$ cat config.mk
export PLATFORM = sky130hd
export DESIGN_NAME = alu_result_fifo_flat
export DESIGN_NICKNAME = d
export VERILOG_FILES = /design/src/rtl/alu_result_fifo_pkg.sv /design/src/rtl/alu_result_fifo_if.sv /design/src/rtl/alu_flag_gen.sv /design/src/rtl/alu_result_fifo.sv /design/src/flat_wrapper.sv
export SDC_FILE = /design/constraint.sdc
export NUM_CORES = 1
export LEC_CHECK = 0
export ABC_AREA = 1
export CORE_MARGIN = 5
export CORE_UTILIZATION = 40
export CTS_CLUSTER_DIAMETER = 120
export CTS_CLUSTER_SIZE = 25
export DETAILED_ROUTE_END_ITERATION = 6
export PLACE_DENSITY = 0.71
export SYNTH_ARGS = -nofsm -noshare
export SYNTH_HDL_FRONTEND = slang
export SYNTH_HIERARCHICAL = 1
export SYNTH_SLANG_ARGS = --single-unit
export TNS_END_PERCENT = 30
$ cat constraint.sdc
create_clock -name clk -period 4.9 [get_ports clk]
set_input_delay 1.47 -clock clk [delete_from_list [all_inputs] [get_ports clk]]
set_output_delay 1.47 -clock clk [all_outputs]
set_load 0.02 [all_outputs]
$ cat src/rtl/alu_result_fifo_pkg.sv
// Shared definitions for the ALU result FIFO: operand width,
// flag bit positions and occupancy-state encodings.
package alu_result_fifo_pkg;

    localparam int ALU_WIDTH = 32;

    localparam int FLAG_ZERO = 0;
    localparam int FLAG_NEG  = 1;

    // Occupancy condition, decoded from the count register only
    localparam logic [1:0] ST_EMPTY   = 2'd0;
    localparam logic [1:0] ST_PARTIAL = 2'd1;
    localparam logic [1:0] ST_FULL    = 2'd2;

endpackage

$ cat src/rtl/alu_result_fifo_if.sv
// Producer/consumer handshake bundle around the ALU result FIFO.
// The FIFO uses the slave modport; the ALU/consumer side uses master.
interface alu_result_fifo_if #(
    parameter int WIDTH = 32
);
    logic             in_valid;
    logic [WIDTH-1:0] in_data;
    logic             in_ready;
    logic             out_valid;
    logic             out_ready;
    logic [WIDTH-1:0] out_data;
    logic             out_zero;
    logic             out_neg;

    modport slave (
        input  in_valid, in_data, out_ready,
        output in_ready, out_valid, out_data, out_zero, out_neg
    );

    modport master (
        output in_valid, in_data, out_ready,
        input  in_ready, out_valid, out_data, out_zero, out_neg
    );
endinterface

$ cat src/rtl/alu_flag_gen.sv
// Combinational zero/negative status flags for an ALU result.
module alu_flag_gen
    import alu_result_fifo_pkg::*;
#(
    parameter int WIDTH = ALU_WIDTH
) (
    input  logic [WIDTH-1:0] data_i,
    output logic [1:0]       flags_o
);
    always_comb begin
        flags_o            = '0;
        flags_o[FLAG_ZERO] = (data_i == '0);
        flags_o[FLAG_NEG]  = data_i[WIDTH-1];
    end
endmodule

$ cat src/rtl/alu_result_fifo.sv
// First-word-fall-through FIFO capturing ALU results with flags,
// plus a saturating counter of refused inputs.
module alu_result_fifo
    import alu_result_fifo_pkg::*;
#(
    parameter int WIDTH  = ALU_WIDTH,
    parameter int DEPTH  = 4,
    parameter int DROP_W = 8
) (
    input  logic                       clk,
    input  logic                       rst,
    alu_result_fifo_if.slave           bus,
    output logic [$clog2(DEPTH):0]     count,
    output logic [DROP_W-1:0]          drop_cnt
);
    localparam int AW = $clog2(DEPTH);
    localparam int CW = AW + 1;
    localparam int EW = WIDTH + 2;

    logic [EW-1:0]     mem_q [DEPTH];
    logic [AW-1:0]     wr_ptr_q, wr_ptr_d;
    logic [AW-1:0]     rd_ptr_q, rd_ptr_d;
    logic [CW-1:0]     count_q, count_d;
    logic [DROP_W-1:0] drop_q, drop_d;
    logic [1:0]        state;
    logic [1:0]        flags;
    logic [EW-1:0]     head;
    logic              push, pop;

    alu_flag_gen #(.WIDTH(WIDTH)) u_flag_gen (
        .data_i  (bus.in_data),
        .flags_o (flags)
    );

    always_comb begin
        state = ST_PARTIAL;
        if (count_q == '0)
            state = ST_EMPTY;
        else if (count_q == CW'(DEPTH))
            state = ST_FULL;
    end

    assign bus.in_ready  = (state != ST_FULL);
    assign bus.out_valid = (state != ST_EMPTY);

    assign push = bus.in_valid && bus.in_ready;
    assign pop  = bus.out_valid && bus.out_ready;

    always_comb begin
        wr_ptr_d = wr_ptr_q;
        rd_ptr_d = rd_ptr_q;
        count_d  = count_q;
        drop_d   = drop_q;
        if (push)
            wr_ptr_d = wr_ptr_q + 1'b1;
        if (pop)
            rd_ptr_d = rd_ptr_q + 1'b1;
        if (push && !pop)
            count_d = count_q + 1'b1;
        else if (pop && !push)
            count_d = count_q - 1'b1;
        // Saturate rather than wrap so a long stall stays visible
        if (bus.in_valid && !bus.in_ready && drop_q != '1)
            drop_d = drop_q + 1'b1;
    end

    always_ff @(posedge clk) begin
        if (rst) begin
            wr_ptr_q <= '0;
            rd_ptr_q <= '0;
            count_q  <= '0;
            drop_q   <= '0;
            for (int i = 0; i < DEPTH; i++)
                mem_q[i] <= '0;
        end else begin
            wr_ptr_q <= wr_ptr_d;
            rd_ptr_q <= rd_ptr_d;
            count_q  <= count_d;
            drop_q   <= drop_d;
            if (push)
                mem_q[wr_ptr_q] <= {flags, bus.in_data};
        end
    end

    assign head         = mem_q[rd_ptr_q];
    assign bus.out_data = head[WIDTH-1:0];
    assign bus.out_zero = head[WIDTH+FLAG_ZERO];
    assign bus.out_neg  = head[WIDTH+FLAG_NEG];
    assign count        = count_q;
    assign drop_cnt     = drop_q;
endmodule

$ cat src/flat_wrapper.sv
// flat-port wrapper written by rule: the top's interface ports become plain ports
module alu_result_fifo_flat import alu_result_fifo_pkg::*;
#(
    parameter int WIDTH  = ALU_WIDTH,
    parameter int DEPTH  = 4,
    parameter int DROP_W = 8
)
  (clk, rst, count, drop_cnt, bus_in_valid, bus_in_data, bus_out_ready, bus_in_ready, bus_out_valid, bus_out_data, bus_out_zero, bus_out_neg);
  alu_result_fifo_if #(.WIDTH(WIDTH)) bus_i ();
  input  logic clk;
  input  logic rst;
  output logic [$clog2(DEPTH):0] count;
  output logic [DROP_W-1:0] drop_cnt;
  input wire logic [$bits(bus_i.in_valid)-1:0] bus_in_valid;
  input wire logic [$bits(bus_i.in_data)-1:0] bus_in_data;
  input wire logic [$bits(bus_i.out_ready)-1:0] bus_out_ready;
  output wire logic [$bits(bus_i.in_ready)-1:0] bus_in_ready;
  output wire logic [$bits(bus_i.out_valid)-1:0] bus_out_valid;
  output wire logic [$bits(bus_i.out_data)-1:0] bus_out_data;
  output wire logic [$bits(bus_i.out_zero)-1:0] bus_out_zero;
  output wire logic [$bits(bus_i.out_neg)-1:0] bus_out_neg;
  assign bus_i.in_valid = bus_in_valid;
  assign bus_i.in_data = bus_in_data;
  assign bus_i.out_ready = bus_out_ready;
  assign bus_in_ready = bus_i.in_ready;
  assign bus_out_valid = bus_i.out_valid;
  assign bus_out_data = bus_i.out_data;
  assign bus_out_zero = bus_i.out_zero;
  assign bus_out_neg = bus_i.out_neg;
  alu_result_fifo #(.WIDTH(WIDTH), .DEPTH(DEPTH), .DROP_W(DROP_W)) u_core (.clk(clk), .rst(rst), .bus(bus_i), .count(count), .drop_cnt(drop_cnt));
endmodule
### Yosys cells after proc, flatten, opt, wreduce, memory -nomap -nowiden

Memories as Yosys holds them, arrays and structs flattened. A register that Yosys moved wholly into a read port is not among the register bits.
Cells that the tools add are included.

| operators by class | value |
|---|---|
| add/sub/neg operators | 5 |
| reduce and logical (&&, ||, !) cells | 14 |
| equal/unequal tests | 3 |
| multiplexer cells | 14 |

Operators by type and width:

| cell | number |
|---|---|
| two-way mux 34 bit | 1 |
| OR reduction 34 bit | 1 |
| zero test 32 bit | 1 |
| two-way mux 2 bit | 5 |
| adder 8 x 1 -> 8 bit (second input constant) | 1 |
| inequality test 8 bit (second input constant) | 1 |
| logical AND 1 bit | 6 |
| two-way mux 1 bit | 6 |
| two-way mux 3 bit | 2 |
| adder 2 x 1 -> 2 bit (second input constant) | 2 |
| nonzero test 2 bit | 2 |
| adder 3 x 1 -> 3 bit (second input constant) | 1 |
| == test 3 bit (second input constant) | 1 |
| zero test 1 bit | 3 |
| zero test 3 bit | 1 |
| subtractor 3 x 1 -> 3 bit (second input constant) | 1 |
| inequality test 2 bit (second input constant) | 1 |

| word-level totals | value |
|---|---|
| word-level logic and storage cells | 41 |
| register bits | 15 |
| RAM bits | 136 |
| output and inout bits | 47 |
| memories | 1 |

Memories:

| memory | depth | width | read ports | clocked after Yosys merged registers in | write ports | RTL line | text |
|---|---|---|---|---|---|---|---|
| u_core.mem_q | 4 | 34 | 1 | 1 | 4 | alu_result_fifo.sv:20 | `logic [EW-1:0] mem_q [DEPTH];` |

### Depth between registers and ports, before layout

| logic depth | value |
|---|---|
| depth in word-level cells | 10 |
| mapped depth | 11 |

### By module

The synthesis kept the hierarchy.

Modules (own cells, without submodules):

| module | cells each | area an instance (um2) | seq. area each (um2) | instances |
|---|---|---|---|---|
| alu_result_fifo | 639 | 6,677.7 | 4,424.2 | 1 |
| alu_flag_gen | 32 | 123.9 | 0.0 | 1 |

### Least setup slack after synthesis

No wires, ideal clock.

| timing | value |
|---|---|
| kind | input to register |
| start | input port bus_in_valid |
| end | memory u_core/mem_q[0][0] (netlist bit) (enable) |
| slack | 188 ps |
| arrival | 4,240 ps |
| buffers on the path | 0 |
| stages on the path | 4 |
| setup time | 472 ps |
| path through | nand2_4 -> nor2_8 -> nand2_4 -> o21ai_0 |

RTL lines:

| what | RTL line | text |
|---|---|---|
| start, declared | flat_wrapper.sv:14 | `input wire logic [$bits(bus_i.in_valid)-1:0] bus_in_valid;` |
| end, declared | alu_result_fifo.sv:20 |  |

==> qor.txt <==
CP required: 3.43 ns
Nets@finish: 785
First-pass GRT wire length: 26,060 um
Routed vias: 5,057
Pwr Density: 506.3 nW/um^2
Cts repair resizes: 0
Critical path's largest stage delay: 0.66 ns
Initial Util: 40.87%
Port Buf Inserts: 82
Top-count cell post-synth: nor2_1
Worst VDD drop: 334.5 uV
Crit-path max FO: 50
DRC Markers: 0
Post-Synth Simple-Gate Area: 17.92%
Total Neg Setup Slack: 0 ns
Sequential fraction of the synthesis area: 65.05%
Clock Skews: 0.01095 ns
Number of routed nets with antenna violations: 0
Layout area overhead: 24.83%
Fill count: 1,456
Detail-routed via count per cell: 5.165
Overall Power: 4299 uW
Yosys top cell area share: 60.04%
Delay-heaviest family, CP: buffers and inverters
CTS Hold Bufs: 0
Crit-path cells: inv_2 > buf_4 > o21ai_0 > o22ai_1 > clkdlybuf4s50_1
Clock sinks: 153
Library cells used by synthesis: 26
Critical Path AT: 2.81 ns
CTS Root Cell: clkbuf_16
Die outline height: 140.4 um
Adder-cell share of the synthesized area: 0.6623%
MaxCap Viol Count: 0
Cells after Synth: 671
Final Max Slew Viols: 0
Gr ovfl total: 0
Kind of critical path: register to primary output
Rows: 47
Deepest clock path buffer count: 2
Synth top area cells: edfxtp_1 60%, nor2_1 9.8%, o21ai_0 5.9%
H-tree depth: 4
Core box area: 16,640 um^2
Final Cycle Share: 87.32%
Clk_lat worst skew: 0.42 ns
Initial DRC count: 413
Fmax: 0.2337 GHz
Crit end category: primary output
Main synth FF type: edfxtp_1
Outcome: complete, no violations
Main combinational cell family by area after synthesis: simple AND/OR/NAND/NOR gates
Xor/xnor share of the synthesized area: 0.3863%
Clock transition at the registers of the reported paths: 0.06 ns
RSZ-0062 raised after global routing: false
Post-CTS Setup Bufs: 0
Final core utilization: 51.02%
Synth Cell Area: 6802 um^2
GP Congestion: 0.8483
Cts bufs inserted: 17
Mean Syn Cell Area: 10.14 um^2
Leading area contributor after synthesis: edfxtp_1
Top cells by count, synth: 178 x nor2_1, 136 x edfxtp_1, 80 x o21ai_0
Crit path buffers/inverters: 3
Number of synthesized flops with an enable pin: 136
Worst-Margin Slew: 0.7660 ns
Drt pass-1 iters: 5
N_diodes: 0
Die area: 19,710 um^2
Final hold vios: 0
Startpoint Class: register
Mux contribution to synthesized area: 0%
Syn Nets: 710
Hold Path Class: register to register
Relative slew margins: 48.88%
Tmin final: 4.279 ns
Share of cells above drive strength 1: 8.432%
Leakage: 0.003240 uW
Ys async rst share: 0%
Gr usage total: 16.87%
Post-synthesis compound-gate area fraction: 10.12%
DP HPWL: 9918 um
Final Setup Violations: 0
Top Ports: 83
Width of the die: 140.4 um
Vias in the first global route: 5,067
DRT Wirelength: 16,290 um
FF+latch count, synth: 153
WL per Instance: 16.64 um
CP max stage cell: clkdlybuf4s50_1
CTS tree: yes
Maximum number of pins on one net before global-route repair: 51
Antenna violations before repair: 0
Syn. warnings: 6
==> final cells by class <==
cell class,instances,area (um^2),share of cell area [%]
repair buffers,95,930.9,10.96
multi-input cells,426,2026,23.86
flip-flops and latches,153,4425,52.12
clock buffers,24,491.7,5.791
inverters,53,198.9,2.343
clock inverters,8,142.6,1.680
well taps,220,275.3,3.242
==> per-stage QoR <==
step / hold WS (ns) / area [um^2] / setup WS, ns / instances
after floorplan: 0.4540 / 6802 / 0.1878 / 671
after global placement: 0.4701 / 7856 / 1.126 / 947
after detailed placement: 0.4831 / 7856 / 1.071 / 947
after CTS: 0.4948 / 8491 / 0.6075 / 979
after global routing: 0.5489 / 8491 / 0.3521 / 979
final: 0.4952 / 8491 / 0.6212 / 979
==> routing by layer <==
metal	track usage, %	wire length, um	vias to the layer above
li1	-	-	2443
met1	20.68	6991	2451
met2	28.76	8114	147
met3	4.635	973	16
met4	5.711	211	0
met5	0	0	-
==> kinds of logic after synthesis <==
group	after synthesis
AOI/OAI and AO/OA	128
xor gates and xnor gates	3
adders and majority gates	3
buffers and inverters	92
DFF	153
and+or+nand+nor	292
==> worst register-to-register path, stage by stage (launching register included) <==
cell	delay (ns)
dfxtp_1	0.42
nor2_1	0.11
nand2_2	0.10
nand2_4	0.12
o31ai_4	0.60
buf_4	0.48
==> layout by cell type (no fill, tap or decap), types with 3 or more instances in the layout <==
cell type        count
clkinv_2             3
nor3_1              32
dfxtp_1             16
xor2_1               3
bufinv_16            4
clkdlybuf4s50_1     82
inv_1               50
edfxtp_1           136
clkbuf_8             4
a21oi_1             12
nand2_2             10
nand3_1              7
clkbuf_16           17
clkbuf_1             3
o22ai_1             34
nand2_1             58
o21ai_4              3
o21ai_0             77
buf_4               12
nor2_1             178
==> power by group <==
part | total, uW | switching [uW] | internal [uW] | leakage [uW]
combinational | 1270 | 788 | 478 | 0.00138
sequential | 1640 | 70.5 | 1570 | 0.00155
clock | 1390 | 485 | 904 | 0.000310
total | 4300 | 1340 | 2960 | 0.00324
==> final timing paths <==
kind,from,slack [ns],cells past startpoint,endpoint
setup / recovery,register,0.62,5,bus_out_data[21]
hold / removal,u_core/rd_ptr_q[0]$_SDFFE_PP0P_,0.50,1,u_core/rd_ptr_q[0]$_SDFFE_PP0P_
setup reg to reg,u_core/count[0]$_SDFFE_PP0P_,2.72,5,u_core/mem_q[3][33]$_DFFE_PP_
hold reg to reg,u_core/rd_ptr_q[0]$_SDFFE_PP0P_,0.50,1,u_core/rd_ptr_q[0]$_SDFFE_PP0P_
==> state kept, by name, indices dropped and copies added (netlist names), named ones only <==
register / count
u_core/mem_q: 136
u_core/drop_cnt: 8
u_core/count: 3
u_core/rd_ptr_q: 2
u_core/wr_ptr_q: 2
Note: power is estimated with default switching activity, not from simulation.
